--- config.mk ---
export PLATFORM = sky130hd
export DESIGN_NAME = rf_wb_arbiter
export DESIGN_NICKNAME = d
export VERILOG_FILES = /design/src/rtl/rf_wb_arbiter.sv
export SDC_FILE = /design/constraint.sdc
export NUM_CORES = 1
export LEC_CHECK = 0
export BUFFER_PORTS_ARGS = -buffer_cell sky130_fd_sc_hd__clkbuf_2
export CORE_AREA = 4 4 116 118
export CTS_BUF_LIST = sky130_fd_sc_hd__clkbuf_8
export DETAILED_ROUTE_END_ITERATION = 10
export DIE_AREA = 0 0 120 122
export HOLD_SLACK_MARGIN = 0.03
export PLACE_DENSITY = 0.64
export SYNTH_ARGS = -nofsm -noshare
export SYNTH_HDL_FRONTEND = slang
export SYNTH_SLANG_ARGS = --single-unit
--- constraint.sdc ---
create_clock -name clk -period 5.8 [get_ports clk]
set_input_delay 0.29 -clock clk [delete_from_list [all_inputs] [get_ports clk]]
set_output_delay 0.29 -clock clk [all_outputs]
set_load 0.02 [all_outputs]
--- src/rtl/rf_wb_arbiter.sv ---
// Register-file writeback arbiter: round-robin share of the single write port
// between two requesters, plus a pending-write scoreboard for RAW/WAW stalls.
module rf_wb_arbiter #(
    parameter int DW = 32,
    parameter int AW = 5
) (
    input  logic          clk,
    input  logic          rst,
    input  logic          req0_valid,
    input  logic [AW-1:0] req0_addr,
    input  logic [DW-1:0] req0_data,
    output logic          req0_ready,
    input  logic          req1_valid,
    input  logic [AW-1:0] req1_addr,
    input  logic [DW-1:0] req1_data,
    output logic          req1_ready,
    input  logic          iss_valid,
    input  logic [AW-1:0] iss_rd,
    output logic          iss_ready,
    input  logic [AW-1:0] ra1,
    input  logic [AW-1:0] ra2,
    output logic          busy1,
    output logic          busy2,
    output logic          rf_wr,
    output logic [AW-1:0] rf_wa,
    output logic [DW-1:0] rf_wd
);
    localparam int NREG = 1 << AW;

    // last_q = 1 means req1 won the most recent transfer, so req0 wins a tie
    logic            last_q, last_d;
    logic            rf_wr_q, rf_wr_d;
    logic [AW-1:0]   rf_wa_q, rf_wa_d;
    logic [DW-1:0]   rf_wd_q, rf_wd_d;
    logic [NREG-1:0] pending_q, pending_d;

    logic            gnt0, gnt1, xfer, iss_fire;
    logic [AW-1:0]   sel_addr;
    logic [DW-1:0]   sel_data;

    always_comb begin
        gnt0     = req0_valid & (~req1_valid | last_q);
        gnt1     = req1_valid & ~gnt0;
        xfer     = gnt0 | gnt1;
        sel_addr = gnt0 ? req0_addr : req1_addr;
        sel_data = gnt0 ? req0_data : req1_data;
    end

    assign req0_ready = gnt0;
    assign req1_ready = gnt1;

    // A register being committed this cycle is no longer a hazard
    assign iss_ready = (iss_rd == '0) | ~pending_q[iss_rd]
                     | (rf_wr_q & (rf_wa_q == iss_rd));
    assign busy1 = (ra1 != '0) & pending_q[ra1] & ~(rf_wr_q & (rf_wa_q == ra1));
    assign busy2 = (ra2 != '0) & pending_q[ra2] & ~(rf_wr_q & (rf_wa_q == ra2));

    assign iss_fire = iss_valid & iss_ready & (iss_rd != '0);

    always_comb begin
        last_d    = last_q;
        rf_wr_d   = 1'b0;
        rf_wa_d   = rf_wa_q;
        rf_wd_d   = rf_wd_q;
        pending_d = pending_q;

        if (xfer) begin
            last_d = gnt1;
            if (sel_addr != '0) begin
                rf_wr_d = 1'b1;
                rf_wa_d = sel_addr;
                rf_wd_d = sel_data;
            end
        end

        // Clear before set so a same-edge re-issue keeps the bit pending
        if (rf_wr_q) begin
            pending_d[rf_wa_q] = 1'b0;
        end
        if (iss_fire) begin
            pending_d[iss_rd] = 1'b1;
        end
    end

    always_ff @(posedge clk or negedge rst) begin
        if (!rst) begin
            last_q    <= 1'b1;
            rf_wr_q   <= 1'b0;
            rf_wa_q   <= '0;
            rf_wd_q   <= '0;
            pending_q <= '0;
        end else begin
            last_q    <= last_d;
            rf_wr_q   <= rf_wr_d;
            rf_wa_q   <= rf_wa_d;
            rf_wd_q   <= rf_wd_d;
            pending_q <= pending_d;
        end
    end

    assign rf_wr = rf_wr_q;
    assign rf_wa = rf_wa_q;
    assign rf_wd = rf_wd_q;

endmodule

---- After elaboration in Yosys (flattened, before gate mapping) ----
Cells that the tools add are included.
word-level totals
  flip-flop bits (word level) ............. 71
  output and inout bits ................... 43
  input port bits ......................... 94
  word-level logic and storage cells ...... 61
operators by class
  reductions and logical operators ........ 8
  equal/unequal tests ..................... 3
  $lt $le $gt $ge ......................... 6
  mux-type cells .......................... 16
  bitwise gates (word level) .............. 23
operator list
  cell                  count
  $mux W32              3
  $and A32 B32 Y32      1
  $not A32 Y32          1
  $or A32 B32 Y32       1
  $lt A5 B6 Y1 const B  4
  $reduce_bool A5 Y1    4
  $bmux W1 S5           3
  $eq A5 B5 Y1          3
  $and A1 B1 Y1         11
  $demux W1 S5          2
  $ge A5 B1 Y1 const B  2
  $mux W1               7
  $logic_not A5 Y1      1
  $mux W5               1
  $not A1 Y1            5
  $or A1 B1 Y1          4
  $logic_and A1 B1 Y1   2
  $reduce_and A2 Y1     1

---- Depth between registers and ports, before layout ----
  depth in word-level cells ............... 9
  mapped depth ............................ 8

---- Least setup slack after synthesis ----
OpenSTA, ideal clock, no wires.
  path kind ............................... input-to-output
  start ................................... input port iss_rd[4]
  end ..................................... output port iss_ready
  slack ................................... 3.800 ns
  buffers on the path ..................... 3
  cell stages on the path ................. 8
  data arrival time ....................... 1.710 ns
  cell sequence ........................... buf_4 > or3b_1 > buf_6 > o22ai_1 > nor3_1 > o22ai_2 > buf_6 > nand2_2
between the ends
  word-level cells in the longest chain between the ends .. 5
ends and longest elaborated chain
  element                        RTL line  text
  start: declaration             18        input logic [AW-1:0] iss_rd,
  $bmux W1 S5                    53        assign iss_ready = (iss_rd == '0) | ~pending_q[iss_rd]
  $mux W1 (implied by the code)  53
  $not A1 Y1                     53
  $or A1 B1 Y1                   53
  $or A1 B1 Y1 (*)               54        | (rf_wr_q & (rf_wa_q == iss_rd));
  end: declaration               19        output logic iss_ready,
Every way passes the cells marked *; elsewhere a longest branch is shown, timed or not. The select of a mux whose other input is x is not followed.

---- Final worst setup path ----
  start ................................... register rf_wa_q[0] (netlist: rf_wa[0])
  end ..................................... output port iss_ready
between the ends
  word-level cells in the longest chain between the ends .. 3
ends and longest elaborated chain
  element                   RTL line  text
  start: declaration        33        logic [AW-1:0] rf_wa_q, rf_wa_d;
  start signal: assignment  95        rf_wa_q <= rf_wa_d;
  $eq A5 B5 Y1              54
  $and A1 B1 Y1             54
  $or A1 B1 Y1              54
Every way passes these cells.

==> impl_metrics.py <==
metrics = {
    "outcome": {
        "status": "finished clean",
    },
    "clock_network": {
        "cts.root.buffer_cell": "clkbuf_8",
        "clock-sinks": 71,
        "cts_setup_buffers": 0,
        "post_cts_resized": 0,
        "ctsHoldBuffers": 0,
        "path_clk_slew_ps": 80,
        "clock_path_buffers": 2,
        "cts_buffers": 9,
        "clock_latency_ps": 350,
        "cts_tree": "yes",
        "htreeDepth": 3,
    },
    "place": {
        "dpl.cell_count": 797,
        "hpwl_um": 11000,
        "port_buffers": 136,
        "dp_slack_ps": 3050,
        "routabilityCongestion": 0.914,
    },
    "grt": {
        "grt_max_degree": 72,
        "grt_pass1_vias": 4491,
        "grt.total_usage_pct": 20.8,
        "gr-total-overflow": 0,
        "grt_pass1_wl_um": 23900,
        "antenna_found_initial": 0,
    },
    "run": {
        "drv_cap": 0,
    },
    "layout": {
        "fillers": 1200,
        "final_cells": 813,
        "nNetsFinal": 730,
        "drive_gt1_share_pct": 35.1,
        "area_delta_synth_final_pct": 18.1,
        "diodes": 0,
    },
    "timing": {
        "hold_violations": 0,
        "finalClockSkew_ps": 8.00,
        "rsz0062_at_grt": "no",
        "fin_ws_ps": 2700,
        "finalCriticalPeriod_ps": 3100,
        "min_period_over_period_pct": 53.4,
        "worst_pin_slew_ps": 1220,
        "relSlewSlack_pct": 18.7,
        "finalMaxSlewViolations": 0,
        "timing.fmax_mhz": 323,
        "setup_viol": 0,
        "fin_setup_tns_ps": 0,
    },
    "synth": {
        "synth_top_area_cell": "dfrtp_1",
        "ys.flop_type": "dfrtp_1",
        "synth_top_cells_by_count": "nand2_1 (119), dfrtp_1 (70), nor2_1 (43), mux2i_1 (28), mux2_1 (25)",
        "synth.avg_cell_area_um2": 9.40,
        "synth_edf_count": 0,
        "yosysWarnings": 0,
        "synth_cells": 531,
        "synth_seq_cells": 71,
        "syn_area_mm2": 0.00499,
        "synth_most_common_cell": "nand2_1",
        "synth_top_cell_area_share_pct": 35.1,
        "synth_seq_area_share_pct": 35.6,
        "synth_area_leaders": "dfrtp_1 (35%), nand2_1 (8.9%), o31ai_2 (6.0%)",
        "synth_cell_types": 54,
        "synth_fp_nets": 625,
        "synthArstFlopShare_pct": 100,
    },
    "drt": {
        "drt-initial-drc-count": 338,
        "drt_first_pass_iters": 4,
        "num_vias": 4404,
        "post_drt_wl_per_cell_um": 18.4,
        "final_antenna_net_count": 0,
        "drc": 0,
        "totalWireLength_um": 15000,
        "routed_via_density": 5.42,
    },
    "power_and_ir_drop": {
        "p_per_area_mw_per_mm2": 302,
        "power_frac_comb_pct": 34.1,
        "p_switching_mw": 0.658,
        "peakVddDrop_mv": 0.116,
        "internal-power_mw": 1.12,
        "leakage_nw": 2.73,
        "netSwitchingFraction_pct": 36.9,
        "p_seq_share_pct": 40.8,
        "clkPwrFrac_pct": 25.1,
    },
    "min_path": {
        "hold_path_class": "in2async",
    },
    "die": {
        "floorplan.initialDensity_pct": 40.0,
        "die_h_um": 122,
        "rows": 41,
        "die_x_um": 120,
        "die_area_mm2": 0.0146,
        "num_io_pins": 137,
        "core_mm2": 0.0125,
    },
    "setup_path": {
        "cp.required_ps": 5510,
        "critPathArrivalTime_ps": 2810,
        "crit_type": "reg2out",
        "end_kind": "primary output",
        "start_kind": "flop",
        "cp_slowest_cell": "and3_1",
        "cp_max_fo": 32,
        "reg2reg_slack_ps": 3120,
        "slowest_delay_ps": 1010,
        "crit_chain": "xor2_1, nor4_1, and3_1, nor2_1, nand2_2, clkbuf_2",
    },
}
-- critical path, delay by kind of cell, from the launching register on --
kind,cells,cell delay (ps)
buffers and inverters,1,160
XOR/XNOR,1,210
AND/OR/NAND/NOR,4,1520
flip-flops,1,540
-- sequential cells by signal, summed over array words and instances, names as in the netlist --
register and cells:
rf_wa 5, pending_q 32, last_q 1, rf_wd 32, rf_wr 1
-- power by group through the flow --
stage | Sequential, mW | Clock [mW] | Combinational [mW]
2_1_floorplan | 0.726 | 0 | 0.411
3_3_place_gp | 0.724 | 0 | 0.597
3_5_place_dp | 0.730 | 0 | 0.609
4_1_cts | 0.723 | 0.457 | 0.611
5_1_grt | 0.742 | 0.478 | 0.662
6_report | 0.727 | 0.447 | 0.608
-- kinds of logic after synthesis --
logic type	after synthesis	synth area share, %
muxes	80	20.1
buffers and inverters	53	5.86
AOI/OAI and AO/OA	99	16.4
and+or+nand+nor	213	19.4
xor gates and xnor gates	15	2.63
DFF	71	35.6
-- layout make-up --
| cell class | instances | area (um2) | area share (%) |
|---|---|---|---|
| Clock buffer | 9 | 124 | 2.10 |
| Clock inverter | 7 | 96.3 | 1.63 |
| Inverter | 8 | 30.0 | 0.509 |
| Multi-Input combinational cell | 407 | 2950 | 50.0 |
| Sequential cell | 71 | 1780 | 30.2 |
| Tap cell | 172 | 215 | 3.65 |
| Timing Repair Buffer | 139 | 703 | 11.9 |
-- layer usage --
layer	routed length (um)	global-route usage (%)	share of wire [%]	vias to the layer above
li1	-	-	-	2084
met1	6460	27.8	43	2081
met2	6920	33.3	46	225
met3	1400	5.90	9.3	14
met4	176	5.51	1.2	0
met5	0	0	0	-
-- cell usage in the layout (no fill, tap or decap), types with 3 or more instances in the layout --
cell / n
a21oi_1: 16
a22oi_1: 16
and3_1: 3
buf_4: 3
clkbuf_2: 135
clkbuf_8: 9
dfrtp_1: 70
inv_1: 7
mux2_1: 25
mux2_2: 15
mux2i_1: 28
mux4_2: 12
nand2_1: 119
nand3_1: 11
nand3b_1: 6
nor2_1: 43
nor3_1: 6
nor3b_1: 4
nor4_1: 4
o21a_1: 15
o21ai_0: 6
o21ai_2: 5
o22ai_1: 5
o31ai_2: 24
or2_2: 3
or3b_1: 3
xnor2_1: 3
xor2_1: 12
-- through the flow --
stage / area (um2) / util [%] / total power [mW] / hold WS [ps]
2_1_floorplan: 4990 / - / 1.14 / -5.59
3_3_place_gp: 5670 / 45.5 / 1.32 / 471
3_5_place_dp: 5670 / 45.5 / 1.34 / 471
4_1_cts: 5890 / 47.3 / 1.79 / 156
5_1_grt: 5890 / 47.3 / 1.88 / 183
6_report: 5890 / 47.3 / 1.78 / 147
-- path summary, 6_finish.rpt --
check                            from             to  cells after the start
max                          rf_wa[0]      iss_ready                      6
min                               rst  pending_q[28]                      2
max reg2reg                    last_q      rf_wd[16]                      7
min reg2reg                    last_q         last_q                      2
max in group asynchronous         rst   pending_q[8]                      2
min in group clk           req0_valid         last_q                      2
(Power assumes the default switching activity.)
